File: config.mk
export PLATFORM = sky130hd
export DESIGN_NAME = data_mem_ctrl_flat
export DESIGN_NICKNAME = d
export VERILOG_FILES = /design/src/rtl/data_mem_ctrl_if.sv /design/src/rtl/data_mem_ctrl.sv /design/src/flat_wrapper.sv
export SDC_FILE = /design/constraint.sdc
export NUM_CORES = 1
export LEC_CHECK = 0
export CAP_MARGIN = 20
export CORE_UTILIZATION = 30
export CTS_CLUSTER_DIAMETER = 50
export DETAILED_ROUTE_END_ITERATION = 10
export HOLD_SLACK_MARGIN = 0.08
export PLACE_DENSITY = 0.59
export REMOVE_ABC_BUFFERS = 1
export SKIP_LAST_GASP = 1
export SYNTH_ARGS = -nofsm -noshare
export SYNTH_HDL_FRONTEND = slang
export SYNTH_SLANG_ARGS = --single-unit
File: constraint.sdc
create_clock -name clk -period 2.1 [get_ports clk]
set_clock_uncertainty 0.1 [all_clocks]
set_input_delay 0.315 -clock clk [delete_from_list [all_inputs] [get_ports clk]]
set_output_delay 0.315 -clock clk [all_outputs]
set_load 0.05 [all_outputs]
File: src/rtl/data_mem_ctrl_if.sv
// Core, loader and RAM signal bundle for data_mem_ctrl; slave is the controller side.
interface data_mem_ctrl_if;
  logic        c_req;
  logic        c_we;
  logic [2:0]  c_funct3;
  logic [31:0] c_addr;
  logic [31:0] c_wdata;
  logic [31:0] c_rdata;
  logic        c_ready;
  logic        c_err;

  logic        l_req;
  logic        l_we;
  logic [31:0] l_addr;
  logic [31:0] l_wdata;
  logic [31:0] l_rdata;
  logic        l_ready;
  logic        l_err;

  logic        ram_we;
  logic        ram_re;
  logic [31:0] ram_a;
  logic [31:0] ram_wd;
  logic [31:0] ram_rd;

  modport slave (
    input  c_req, c_we, c_funct3, c_addr, c_wdata,
    output c_rdata, c_ready, c_err,
    input  l_req, l_we, l_addr, l_wdata,
    output l_rdata, l_ready, l_err,
    output ram_we, ram_re, ram_a, ram_wd,
    input  ram_rd
  );

  modport master (
    output c_req, c_we, c_funct3, c_addr, c_wdata,
    input  c_rdata, c_ready, c_err,
    output l_req, l_we, l_addr, l_wdata,
    input  l_rdata, l_ready, l_err,
    input  ram_we, ram_re, ram_a, ram_wd,
    output ram_rd
  );
endinterface

File: src/rtl/data_mem_ctrl.sv
// Two-port (core/loader) data RAM controller: loads and word stores complete in 2 cycles, sub-word stores in 3 (RMW), errors in 1.
// Requesters hold their request until the one-cycle ready pulse; one transaction in flight, round-robin grant.
module data_mem_ctrl #(
  parameter int MEM_BYTES = 4096
) (
  input  logic            clk,
  input  logic            rst,
  data_mem_ctrl_if.slave  bus
);

  typedef enum logic [2:0] {IDLE, ACC, RD, WR, RESP} state_t;

  localparam logic [31:0] MAX_ADDR = 32'(MEM_BYTES - 4);

  state_t      state_q, state_d;
  logic        last_grant_q, last_grant_d;  // 1 = loader was granted last
  logic        port_core_q, port_core_d;
  logic        we_q, we_d;
  logic [2:0]  f3_q, f3_d;
  logic [31:0] addr_q, addr_d;
  logic [31:0] wdata_q, wdata_d;
  logic        err_q, err_d;
  logic [31:0] word_q, word_d;
  logic [31:0] c_rdata_q, c_rdata_d;
  logic [31:0] l_rdata_q, l_rdata_d;

  logic        grant_core, grant_ldr;
  logic [31:0] req_addr;
  logic [2:0]  req_f3;
  logic        req_err;
  logic [31:0] lane;
  logic [31:0] load_val;
  logic [31:0] merged;

  always_comb begin
    grant_core = bus.c_req && (!bus.l_req || last_grant_q);
    grant_ldr  = bus.l_req && !grant_core;
    req_addr   = grant_core ? bus.c_addr : bus.l_addr;
    req_f3     = grant_core ? bus.c_funct3 : 3'd2;
    req_err    = (req_addr > MAX_ADDR);
    case (req_f3)
      3'd1, 3'd5:       req_err = req_err | req_addr[0];
      3'd2:             req_err = req_err | (|req_addr[1:0]);
      3'd3, 3'd6, 3'd7: req_err = 1'b1;
      default:          req_err = req_err;
    endcase
  end

  always_comb begin
    lane = bus.ram_rd >> {addr_q[1:0], 3'b000};
    case (f3_q)
      3'd0:    load_val = {{24{lane[7]}}, lane[7:0]};
      3'd1:    load_val = {{16{lane[15]}}, lane[15:0]};
      3'd4:    load_val = {24'd0, lane[7:0]};
      3'd5:    load_val = {16'd0, lane[15:0]};
      default: load_val = bus.ram_rd;
    endcase
  end

  // f3 bit 0 distinguishes half (sh) from byte (sb) on the RMW path
  always_comb begin
    merged = word_q;
    if (f3_q[0]) begin
      if (addr_q[1]) merged[31:16] = wdata_q[15:0];
      else           merged[15:0]  = wdata_q[15:0];
    end else begin
      case (addr_q[1:0])
        2'd0:    merged[7:0]   = wdata_q[7:0];
        2'd1:    merged[15:8]  = wdata_q[7:0];
        2'd2:    merged[23:16] = wdata_q[7:0];
        default: merged[31:24] = wdata_q[7:0];
      endcase
    end
  end

  always_comb begin
    state_d      = state_q;
    last_grant_d = last_grant_q;
    port_core_d  = port_core_q;
    we_d         = we_q;
    f3_d         = f3_q;
    addr_d       = addr_q;
    wdata_d      = wdata_q;
    err_d        = err_q;
    word_d       = word_q;
    c_rdata_d    = c_rdata_q;
    l_rdata_d    = l_rdata_q;

    case (state_q)
      IDLE: begin
        if (grant_core || grant_ldr) begin
          port_core_d  = grant_core;
          last_grant_d = grant_ldr;
          we_d         = grant_core ? bus.c_we : bus.l_we;
          wdata_d      = grant_core ? bus.c_wdata : bus.l_wdata;
          f3_d         = req_f3;
          addr_d       = req_addr;
          err_d        = req_err;
          if (req_err) begin
            state_d = RESP;
            if (grant_core) c_rdata_d = 32'd0;
            else            l_rdata_d = 32'd0;
          end else if (grant_core && bus.c_we && req_f3 != 3'd2) begin
            state_d = RD;
          end else begin
            state_d = ACC;
          end
        end
      end
      ACC: begin
        if (!we_q) begin
          if (port_core_q) c_rdata_d = load_val;
          else             l_rdata_d = bus.ram_rd;
        end
        state_d = RESP;
      end
      RD: begin
        word_d  = bus.ram_rd;
        state_d = WR;
      end
      WR:      state_d = RESP;
      RESP:    state_d = IDLE;
      default: state_d = IDLE;
    endcase
  end

  // Enables are gated by rst so a reset landing on ACC/WR never commits a write
  always_comb begin
    bus.ram_re  = !rst && ((state_q == ACC && !we_q) || state_q == RD);
    bus.ram_we  = !rst && ((state_q == ACC && we_q) || state_q == WR);
    bus.ram_a   = {addr_q[31:2], 2'b00};
    bus.ram_wd  = 32'd0;
    if (state_q == ACC && we_q) bus.ram_wd = wdata_q;
    else if (state_q == WR)     bus.ram_wd = merged;
    bus.c_ready = (state_q == RESP) && port_core_q;
    bus.l_ready = (state_q == RESP) && !port_core_q;
    bus.c_err   = bus.c_ready && err_q;
    bus.l_err   = bus.l_ready && err_q;
    bus.c_rdata = c_rdata_q;
    bus.l_rdata = l_rdata_q;
  end

  always_ff @(posedge clk) begin
    if (rst) begin
      state_q      <= IDLE;
      last_grant_q <= 1'b1;
      port_core_q  <= 1'b0;
      we_q         <= 1'b0;
      f3_q         <= 3'd0;
      addr_q       <= 32'd0;
      wdata_q      <= 32'd0;
      err_q        <= 1'b0;
      word_q       <= 32'd0;
      c_rdata_q    <= 32'd0;
      l_rdata_q    <= 32'd0;
    end else begin
      state_q      <= state_d;
      last_grant_q <= last_grant_d;
      port_core_q  <= port_core_d;
      we_q         <= we_d;
      f3_q         <= f3_d;
      addr_q       <= addr_d;
      wdata_q      <= wdata_d;
      err_q        <= err_d;
      word_q       <= word_d;
      c_rdata_q    <= c_rdata_d;
      l_rdata_q    <= l_rdata_d;
    end
  end

endmodule

File: src/flat_wrapper.sv
// flat-port wrapper written by rule: the top's interface ports become plain ports
module data_mem_ctrl_flat 
#(
  parameter int MEM_BYTES = 4096
)
  (clk, rst, bus_c_req, bus_c_we, bus_c_funct3, bus_c_addr, bus_c_wdata, bus_c_rdata, bus_c_ready, bus_c_err, bus_l_req, bus_l_we, bus_l_addr, bus_l_wdata, bus_l_rdata, bus_l_ready, bus_l_err, bus_ram_we, bus_ram_re, bus_ram_a, bus_ram_wd, bus_ram_rd);
  data_mem_ctrl_if bus_i ();
  input  logic clk;
  input  logic rst;
  input wire logic [$bits(bus_i.c_req)-1:0] bus_c_req;
  input wire logic [$bits(bus_i.c_we)-1:0] bus_c_we;
  input wire logic [$bits(bus_i.c_funct3)-1:0] bus_c_funct3;
  input wire logic [$bits(bus_i.c_addr)-1:0] bus_c_addr;
  input wire logic [$bits(bus_i.c_wdata)-1:0] bus_c_wdata;
  output wire logic [$bits(bus_i.c_rdata)-1:0] bus_c_rdata;
  output wire logic [$bits(bus_i.c_ready)-1:0] bus_c_ready;
  output wire logic [$bits(bus_i.c_err)-1:0] bus_c_err;
  input wire logic [$bits(bus_i.l_req)-1:0] bus_l_req;
  input wire logic [$bits(bus_i.l_we)-1:0] bus_l_we;
  input wire logic [$bits(bus_i.l_addr)-1:0] bus_l_addr;
  input wire logic [$bits(bus_i.l_wdata)-1:0] bus_l_wdata;
  output wire logic [$bits(bus_i.l_rdata)-1:0] bus_l_rdata;
  output wire logic [$bits(bus_i.l_ready)-1:0] bus_l_ready;
  output wire logic [$bits(bus_i.l_err)-1:0] bus_l_err;
  output wire logic [$bits(bus_i.ram_we)-1:0] bus_ram_we;
  output wire logic [$bits(bus_i.ram_re)-1:0] bus_ram_re;
  output wire logic [$bits(bus_i.ram_a)-1:0] bus_ram_a;
  output wire logic [$bits(bus_i.ram_wd)-1:0] bus_ram_wd;
  input wire logic [$bits(bus_i.ram_rd)-1:0] bus_ram_rd;
  assign bus_i.c_req = bus_c_req;
  assign bus_i.c_we = bus_c_we;
  assign bus_i.c_funct3 = bus_c_funct3;
  assign bus_i.c_addr = bus_c_addr;
  assign bus_i.c_wdata = bus_c_wdata;
  assign bus_c_rdata = bus_i.c_rdata;
  assign bus_c_ready = bus_i.c_ready;
  assign bus_c_err = bus_i.c_err;
  assign bus_i.l_req = bus_l_req;
  assign bus_i.l_we = bus_l_we;
  assign bus_i.l_addr = bus_l_addr;
  assign bus_i.l_wdata = bus_l_wdata;
  assign bus_l_rdata = bus_i.l_rdata;
  assign bus_l_ready = bus_i.l_ready;
  assign bus_l_err = bus_i.l_err;
  assign bus_ram_we = bus_i.ram_we;
  assign bus_ram_re = bus_i.ram_re;
  assign bus_ram_a = bus_i.ram_a;
  assign bus_ram_wd = bus_i.ram_wd;
  assign bus_i.ram_rd = bus_ram_rd;
  data_mem_ctrl #(.MEM_BYTES(MEM_BYTES)) u_core (.clk(clk), .rst(rst), .bus(bus_i));
endmodule
==> run metrics, run 1 <==
Worst setup startpoint=u_core.state_q[2]; Final setup viols=67; min Tclk post-route=2.26 ns; final instance count without filler cells=1,893; post-synth top area cell=dfxtp_1; WL final=37,200 um; die area=0.0296 mm2; VDD IR max=0.444 mV; nets@finish=1,671; core footprint=0.0282 mm2; final-layout fill cell count=2,589; DR DRC count=0; Arr. time, crit path=1.85 ns; Max Cap Viol=0; Post-Synthesis Cells=1,139; type of the most critical hold path=input port to flop; Via Count=10,200; dpl cell area=0.0130 mm2; Post-Synth XOR/XNOR Area=0; ant diodes=0; total of warnings raised by yosys=0; dpl hpwl=26,600 um; first-pass GRT wire length=54,100 um; syn_area_per_cell=7.62 um2; # H-tree levels=4; placed cell count=1,825; vias in the first global route=9,737; RSZ-0062 raised after global routing=true; final worst-path cycle share=1.08; hold buffers post-CTS=0; relative slew slack=0.616; P_leak=5.73 nW; # clock sinks=170; TritonCTS Buffers=17; number of synthesized flops with an enable pin=0; synthesis-to-layout area growth=70.5%; Worst-Skew Late Latency=0.44 ns; commonest non-fill, non-tap cells in the layout=250 x nand2_1, 231 x clkdlybuf4s50_1, 164 x dfxtp_1, 144 x buf_4, 98 x a21oi_1; CTS Root Cell=clkbuf_16; fmax=442 MHz; initial antenna violation count=2; Setup crit end=bus_ram_wd[6]; complex-gate fraction of the synthesized area=0.251; I/O Buffers=300; DRT Pass-1 Iters=7; GRT overflow=0; initial DRC count=917; die width=172 um; Final Hold Fails=0; Worst Setup End Kind=primary output; Antenna Violating Nets Remaining=0; crit path kind=flop to primary output; Post-Syn Area=0.00868 mm2; CTS tree=yes; pre-CTS WS=-0.745 ns; CTS clock-pin slew for the worst setup and hold paths=0.07 ns; Hold WS=0.0982 ns; Max clock buf depth=2; violated checks=negative setup slack; most common cell after layout, fill and taps aside=nand2_1; status=finished with violations; asr flop ratio synth=0; Synth cell types=55; drt via density=5.37; Slew Limit Fails=0; Seq/Total Area, Yosys=0.392; hold depth=3; Slew @ Worst Pin=0.575 ns; die height=172 um; gpl congestion=0.896; IO Pins=303; GRT Overall Usage=0.241; nature of the critical path startpoint=flop; largest net degree at the start of global routing=51; mux share of post-synthesis cell area=0.0405; #FFs+latches synth=170; maximum fanout along the worst path=8; top post-synthesis cells by area=dfxtp_1 39%, nand2_1 11%, a311oi_1 6.6%; Setup WS post-layout=-0.161 ns; Design Area, Final=0.0148 mm2; ys flop type=dfxtp_1; Rows=61; largest family of logic cells by synthesized area=compound AO/OA/AOI/OAI gates; PD cells=618 mW/mm2; path depth of the worst reg2reg path=10; worst r2r src=u_core.state_q[1]; Adder-Cell Fraction of Synth Area=0; Worst R2R Setup Slack=-0.08 ns; Critical Path RT=1.68 ns; Reg-to-Reg End=u_core.bus.l_rdata[7]; layout cell share with drive strength beyond 1=0.241; Routed WL per cell=19.6 um; Starting Density=0.308; area share of the largest cell type after synthesis=0.392; Post-Synth Simple-Gate Area=0.231
## metal layers
| metal | global-route usage | vias to the layer above | routed length (um) |
|---|---|---|---|
| met3 | 0.0666 | 58 | 3380 |
| met1 | 0.304 | 4854 | 15800 |
| li1 | - | 4776 | - |
| met5 | 0 | - | 25 |
| met4 | 0.0823 | 4 | 907 |
| met2 | 0.392 | 478 | 17100 |
## registers in the layout (all words and copies together) (netlist names)
register	flops
u_core.err_q	1
u_core.word_q	32
u_core.port_core_q	1
u_core.state_q	3
u_core.we_q	1
u_core.last_grant_q	1
u_core.f3_q	3
u_core.wdata_q	32
u_core.bus.l_rdata	32
u_core.addr_q	32
u_core.bus.c_rdata	32
## cell families after synthesis
group                  after synthesis
flip-flops                         170
other                                1
multiplexers                        35
AND/OR/NAND/NOR                    461
AO/OA/AOI/OAI                      330
buffers and inverters              142
## worst min-delay path by stage
| stage | endpoint | from | slack (ns) |
|---|---|---|---|
| CTS | u_core.addr_q[26] | bus_l_addr[26] | 0.20 |
| floorplan | u_core.bus.c_rdata[0] | rst | 0.28 |
| global route | u_core.addr_q[29] | bus_l_addr[29] | 0.11 |
| global placement | u_core.word_q[3] | u_core.word_q[3] | 0.35 |
| detailed placement | u_core.word_q[3] | u_core.word_q[3] | 0.35 |
| finish | u_core.addr_q[29] | bus_l_addr[29] | 0.1 |
## report_power, final
part	internal (mW)	total, mW	leakage, nW	switching [mW]
clock network	1.95	3.52	0.314	1.57
logic	0.977	2.11	4.02	1.13
registers	3.36	3.51	1.39	0.152
## per-stage QoR
| stage | total power, mW | utilization | TNS [ns] |
|---|---|---|---|
| floorplan | 4.37 | - | -514.64 |
| global placement | 5.43 | 0.463 | -52.37 |
| detailed placement | 5.44 | 0.463 | -53.30 |
| CTS | 9.04 | 0.507 | -5.37 |
| global route | 9.49 | 0.526 | -9.58 |
| finish | 9.14 | 0.526 | -4.69 |
## cell usage after synthesis, types with 2 or more instances
library cell  count
o21ai_0          66
a31oi_1           2
buf_4            37
a2111oi_0         8
mux2i_1          34
o22ai_1          10
a31o_2            4
a21oi_1         110
buf_1             2
and2_1            3
buf_6             6
nand2_1         260
and3_1            4
o211ai_1          2
clkbuf_1         65
o2bb2ai_1         7
a311oi_1         65
clkbuf_2          3
a31o_1            4
o22a_1           10
a22oi_1           9
or2_2             2
nand3_1          15
nor2b_1          10
o221ai_1         11
dfxtp_1         170
nor4_1            6
a21o_1            7
o21a_1            2
buf_2            20
nand4_1          37
nor2_1          100
nand2b_2          2
nor3_1            9
nand2b_1          2
a22o_1            8
inv_1             9
## what timing repair did
| item | CTS | global route |
|---|---|---|
| setup buffers | 14 | 11 |
| resized for setup | 114 | 106 |
| gates cloned | 6 | 6 |
| pin swaps | 31 | 52 |
| setup endpoints to repair | 106 | 135 |
## final cells by class
class / instances / area [um2] / area share
clock buffers: 17 / 425 / 0.0287
flip-flops and latches: 170 / 3420 / 0.231
clock inverters: 15 / 221 / 0.0150
well taps: 378 / 473 / 0.0320
inverters: 9 / 37.5 / 0.00254
repair buffers: 476 / 5150 / 0.348
multi-input cells: 828 / 5080 / 0.343
## critical path, cell delays in order, from the launching register on
cell      delay [ns]
dfxtp_1         0.31
nand2b_4        0.17
or2_4           0.29
a21oi_4         0.14
buf_6           0.15
a22o_1          0.19
buf_12          0.15
No activity file was read; power rests on OpenSTA's default activity.
==> run 2, diff against run 1 <==
Settings changed: HOLD_SLACK_MARGIN 0.08 to 0.1, REMOVE_ABC_BUFFERS 1 to not set.
==> run 2 against run 1 <==
Compared with the run above: the run still ends with negative setup slack left; first-iteration DRC count decreased by 2.9%; die area stayed put; global-route usage grew 0.73 points; sequential cell count stayed put; core utilization grew 0.44 points; worst setup slack gained 0.039 ns; critical path depth is the same; total power increased by 0.38%.
==> run metrics, run 2 (same netlist as run 1, synthesis figures left out) <==
status=finished with violations (unchanged); violated checks=negative setup slack (unchanged); final-layout fill cell count=2,596 (was 2,589); RSZ-0062 raised after global routing=true (unchanged); Slew @ Worst Pin=0.693 ns (was 0.575 ns); GRT Overall Usage=0.248 (was 0.241); CP delay by family, top=simple AND/OR/NAND/NOR gates (unchanged); Max clock buf depth=2 (unchanged); layout cell share with drive strength beyond 1=0.257 (was 0.241); synthesis-to-layout area growth=71.9% (was 70.5%); # clock sinks=170 (unchanged); CTS tree=yes (unchanged); Design Area, Final=0.0149 mm2 (was 0.0148 mm2); hold buffers post-CTS=0 (unchanged); Max Cap Viol=0 (unchanged); GRT overflow=0 (unchanged); Worst Min Path Start=bus_c_addr[21] (was bus_l_addr[29]); ant diodes=0 (unchanged); WL final=38,500 um (was 37,200 um); Starting Density=0.308 (unchanged); nature of the critical path startpoint=flop (unchanged); Arr. time, crit path=1.81 ns (was 1.85 ns); core footprint=0.0282 mm2 (unchanged); die width=172 um (unchanged); type of the most critical hold path=input port to flop (unchanged); first-pass GRT wire length=55,400 um (was 54,100 um); Seq. cell area=0.00342 mm2 (about the same); initial antenna violation count=0 (was 2); worst r2r src=u_core.state_q[2] (was u_core.state_q[1]); Slew Limit Fails=0 (unchanged); final instance count without filler cells=1,882 (was 1,893); die area=0.0296 mm2 (unchanged); Final setup viols=48 (was 67); WHS Endpoint=u_core.addr_q[21] (was u_core.addr_q[29]); hold depth=3 (unchanged); DR DRC count=0 (unchanged); Routed WL per cell=20.4 um (was 19.6 um); Antenna Violating Nets Remaining=0 (unchanged); Via Count=10,000 (was 10,200); commonest non-fill, non-tap cells in the layout=245 x nand2_1, 236 x clkdlybuf4s50_1, 164 x dfxtp_1, 134 x buf_4, 100 x a21oi_1 (was 250 x nand2_1, 231 x clkdlybuf4s50_1, 164 x dfxtp_1, 144 x buf_4, 98 x a21oi_1); fmax=450 MHz (was 442 MHz); pre-CTS WS=-0.730 ns (was -0.745 ns); largest net degree at the start of global routing=143 (was 51); maximum fanout along the worst path=5 (was 8); min Tclk post-route=2.22 ns (was 2.26 ns); drt via density=5.31 (was 5.37); Multi-input gate area=0.00535 mm2 (was 0.00508 mm2); CP max stage cell=dfxtp_2 (was dfxtp_1); die height=172 um (unchanged); Worst Setup End Kind=primary output (unchanged); Rows=61 (unchanged); I/O Buffers=300 (unchanged); nets@finish=1,660 (was 1,671); VDD IR max=0.508 mV (was 0.444 mV); path depth of the worst reg2reg path=10 (unchanged); TritonCTS Buffers=17 (unchanged); crit path kind=flop to primary output (unchanged); Worst-Skew Late Latency=0.42 ns (was 0.44 ns); PD cells=615 mW/mm2 (was 618 mW/mm2); P_leak=5.71 nW (was 5.73 nW); IO Pins=303 (unchanged); # H-tree levels=4 (unchanged); most common cell after layout, fill and taps aside=nand2_1 (unchanged); CTS Root Cell=clkbuf_16 (unchanged); vias in the first global route=9,450 (was 9,737); CTS clock-pin slew for the worst setup and hold paths=0.08 ns (was 0.07 ns); Critical Path RT=1.68 ns (about the same); Worst R2R Setup Slack=-0.03 ns (was -0.08 ns); Final Hold Fails=0 (unchanged); Setup TNS Final=-2.79 ns (was -4.69 ns); DRT Pass-1 Iters=5 (was 7); placed cell count=1,812 (was 1,825); Reg-to-Reg End=u_core.bus.l_rdata[18] (was u_core.bus.l_rdata[7]); dpl cell area=0.0130 mm2 (about the same); Setup WS post-layout=-0.122 ns (was -0.161 ns); dpl hpwl=27,300 um (was 26,600 um); Buf/Inv on CP=2 (unchanged); initial DRC count=890 (was 917); final worst-path cycle share=1.06 (was 1.08); relative slew slack=0.538 (was 0.616); crit-path max cell delay=0.33 ns (was 0.31 ns); critical path cell sequence=nand2b_4, or2_4, a21oi_4, buf_6, a22o_4, buf_12 (was nand2b_4, or2_4, a21oi_4, buf_6, a22o_1, buf_12); gpl congestion=0.919 (was 0.896)
run 2: timing repair:
action / 4_1_cts / 5_1_grt
cloned: 4 / 5
setup buffers: 16 / 14
pin swaps: 23 / 92
setup endpoints to repair: 101 / 139
resized for setup: 139 / 81
endpoints found under the hold margin: 0 / 0
run 2: where the power goes:
| part | switching, mW | internal [mW] |
|---|---|---|
| Clock | 1.47 | 2.03 |
| Combinational | 1.15 | 1.00 |
| Sequential | 0.162 | 3.36 |
| Total | 2.79 | 6.39 |
run 2: final cells by class:
class,instances,share of cell area
clock buffers,18,0.0288
clock inverters,14,0.0138
inverters,9,0.00226
multi-input cells,828,0.359
flip-flops and latches,170,0.229
well taps,378,0.0317
repair buffers,465,0.336
run 2: metal layers:
layer,up-vias,GRT usage,share of wire
met5,-,0,0
met4,0,0.0850,0.027
met3,58,0.0568,0.072
met2,415,0.403,0.47
met1,4779,0.321,0.43
li1,4750,-,-
run 2: worst reg2reg max path: cells and delay by family, from the launching register on:
kind,cells,cell delay (ns)
AOI/OAI and AO/OA,2,0.29
buffers and inverters,4,0.59
and+or+nand+nor,4,0.77
DFF,1,0.33
run 2: how the worst max path moves through the flow:
stage | startpoint | end | slack [ns] | cells past startpoint
floorplan | u_core.state_q[0] | bus_ram_wd[16] | -0.24 | 8
global placement | bus_c_addr[29] | u_core.bus.c_rdata[21] | -0.69 | 10
detailed placement | bus_c_addr[29] | u_core.bus.c_rdata[21] | -0.73 | 10
CTS | u_core.state_q[2] | bus_ram_wd[8] | -0.12 | 7
global route | u_core.f3_q[0] | bus_ram_wd[25] | -0.17 | 8
finish | u_core.state_q[2] | bus_ram_wd[2] | -0.12 | 6
run 2: metrics by stage:
step | hold slack [ns] | total power [mW] | util
floorplan | 0.333 | 4.55 | -
global placement | 0.343 | 5.41 | 0.462
detailed placement | 0.345 | 5.41 | 0.462
CTS | 0.198 | 9.04 | 0.510
global route | 0.165 | 9.52 | 0.530
finish | 0.164 | 9.18 | 0.530
==> run 3, diff against run 2 <==
Settings changed: MAX_ROUTING_LAYER set to met4.
==> run 3 against run 2 <==
Compared with the run above: the run still ends with negative setup slack left; total power shrank 3.9%; final cell count shrank 1.0%; worst setup slack lost 0.015 ns; sequential cell count is the same; critical path depth grew 5; core utilization shrank 0.91 points; non-clock buffer count shrank 20; global-route usage grew 0.93 points; die area is the same; combinational power shrank 2%; worst hold slack lost 0.070 ns; first-iteration DRC count shrank 9.3%; largest power group unchanged.
==> run metrics, run 3 (same netlist as run 1, synthesis figures left out) <==
pre-CTS WS=-0.647 ns (was -0.730 ns); Arr. time, crit path=2.50 ns (was 1.81 ns); P_leak=5.57 nW (was 5.71 nW); path depth of the worst reg2reg path=11 (was 10); Final setup viols=65 (was 48); Via Count=9,971 (was 10,000); min Tclk post-route=2.24 ns (was 2.22 ns); CTS tree=yes (unchanged); TritonCTS Buffers=17 (unchanged); GRT overflow=0 (unchanged); DR DRC count=0 (unchanged); Final Hold Fails=0 (unchanged); Setup crit end=u_core.bus.l_rdata[31] (was bus_ram_wd[2]); total power draw=8.82 mW (was 9.18 mW); Core Util, Final=0.521 (was 0.530); crit path kind=flop to flop (was flop to primary output); nature of the critical path startpoint=flop (unchanged); maximum fanout along the worst path=16 (was 5); Slew @ Worst Pin=0.681 ns (was 0.693 ns); Slew Limit Fails=0 (unchanged); gpl congestion=0.937 (was 0.919); first-pass GRT wire length=55,900 um (was 55,400 um); dpl hpwl=27,300 um (about the same); drt via density=5.35 (was 5.31); Routed WL per cell=20.5 um (was 20.4 um); most common cell after layout, fill and taps aside=nand2_1 (unchanged); synthesis-to-layout area growth=69.0% (was 71.9%); nets@finish=1,640 (was 1,660); Rows=61 (unchanged); fmax=447 MHz (was 450 MHz); die height=172 um (unchanged); # H-tree levels=4 (unchanged); relative slew slack=0.546 (was 0.538); largest net degree at the start of global routing=143 (unchanged); status=finished with violations (unchanged); RSZ-0062 raised after global routing=true (unchanged); initial antenna violation count=1 (was 0); Antenna Violating Nets Remaining=0 (unchanged); VDD IR max=0.495 mV (was 0.508 mV); Worst-Skew Late Latency=0.44 ns (was 0.42 ns); core footprint=0.0282 mm2 (unchanged); Max clock buf depth=2 (unchanged); layout cell share with drive strength beyond 1=0.243 (was 0.257); vias in the first global route=9,415 (was 9,450); Worst Setup End Kind=flop (was primary output); WL final=38,200 um (was 38,500 um); GRT Overall Usage=0.257 (was 0.248); die width=172 um (unchanged); Worst R2R Setup Slack=-0.14 ns (was -0.03 ns); Max Cap Viol=0 (unchanged); Setup TNS Final=-6.53 ns (was -2.79 ns); violated checks=negative setup slack (unchanged); final worst-path cycle share=1.07 (was 1.06); type of the most critical hold path=input port to flop (unchanged); initial DRC count=807 (was 890); worst r2r src=u_core.state_q[2] (unchanged); CTS Root Cell=clkbuf_16 (unchanged); PD cells=601 mW/mm2 (was 615 mW/mm2); die area=0.0296 mm2 (unchanged); IO Pins=303 (unchanged); Setup WS post-layout=-0.137 ns (was -0.122 ns); DRT Pass-1 Iters=6 (was 5); # clock sinks=170 (unchanged); Worst setup startpoint=u_core.state_q[2] (unchanged); I/O Buffers=300 (unchanged); CTS clock-pin slew for the worst setup and hold paths=0.08 ns (about the same); commonest non-fill, non-tap cells in the layout=252 x nand2_1, 231 x clkdlybuf4s50_1, 163 x dfxtp_1, 117 x buf_4, 101 x a21oi_1 (was 245 x nand2_1, 236 x clkdlybuf4s50_1, 164 x dfxtp_1, 134 x buf_4, 100 x a21oi_1); Reg-to-Reg End=u_core.bus.l_rdata[31] (was u_core.bus.l_rdata[18]); Starting Density=0.308 (unchanged); Critical Path RT=2.36 ns (was 1.68 ns)
==> run 3: final cells by class <==
cell class / count / area, um2
fill: 2641 / 13500
multi-input combinational: 828 / 5240
timing repair buffer: 445 / 4910
sequential: 170 / 3420
tap: 378 / 473
clock buffer: 17 / 425
clock inverter: 15 / 151
inverter: 9 / 36.3
antenna: 1 / 2.50
==> run 3: worst min path at each step <==
stage                                 start                 to  slack (ns)  cells past startpoint
after detailed placement  u_core.word_q[25]  u_core.word_q[25]        0.34                      2
after floorplan           u_core.word_q[24]  u_core.word_q[24]        0.33                      2
final                        bus_c_addr[20]  u_core.addr_q[20]        0.09                      3
after CTS                     bus_l_addr[8]   u_core.addr_q[8]        0.33                      3
after global routing         bus_l_addr[26]  u_core.addr_q[26]        0.11                      3
after global placement    u_core.word_q[25]  u_core.word_q[25]        0.34                      2
==> run 3: per-layer routing <==
layer	routed length, um	vias to the layer above	GRT usage	part of all wire
li1	-	4720	-	-
met1	16700	4783	0.333	0.44
met2	18100	407	0.411	0.47
met3	2520	61	0.0405	0.066
met4	890	0	0.0773	0.023
met5	0	-	-	0
==> run 3: what timing repair did <==
action	CTS	global route
hold buffers	0	0
pin swaps	26	25
cloned	4	4
resized for setup	120	68
endpoints found under the setup margin	63	112
setup buffers	12	9
==> run 3: worst max-delay path, cell delays in order (launching register included) <==
cell	delay (ns)
dfxtp_2	0.33
buf_4	0.13
buf_6	0.11
or3b_4	0.37
buf_4	0.16
nor3_2	0.18
nor2_2	0.08
a21oi_4	0.14
buf_12	0.14
clkbuf_16	0.17
nand4_1	0.10
a21oi_1	0.15
==> run 3: through the flow <==
| step | hold WS [ns] | std cells | area (um2) |
|---|---|---|---|
| 6_report | 0.0941 | 1863 | 14700 |
| 5_1_grt | 0.114 | 1863 | 14700 |
| 2_1_floorplan | 0.333 | 1140 | 8820 |
| 4_1_cts | 0.326 | 1849 | 14200 |
| 3_5_place_dp | 0.345 | 1803 | 13000 |
| 3_3_place_gp | 0.344 | 1803 | 13000 |
==> run 3: report_power, final <==
part | internal, mW | leakage, nW | total (mW) | switching [mW]
clock | 1.60 | 0.285 | 3.20 | 1.60
sequential | 3.36 | 1.39 | 3.51 | 0.153
combinational | 0.969 | 3.89 | 2.11 | 1.14
total | 5.92 | 5.57 | 8.82 | 2.90
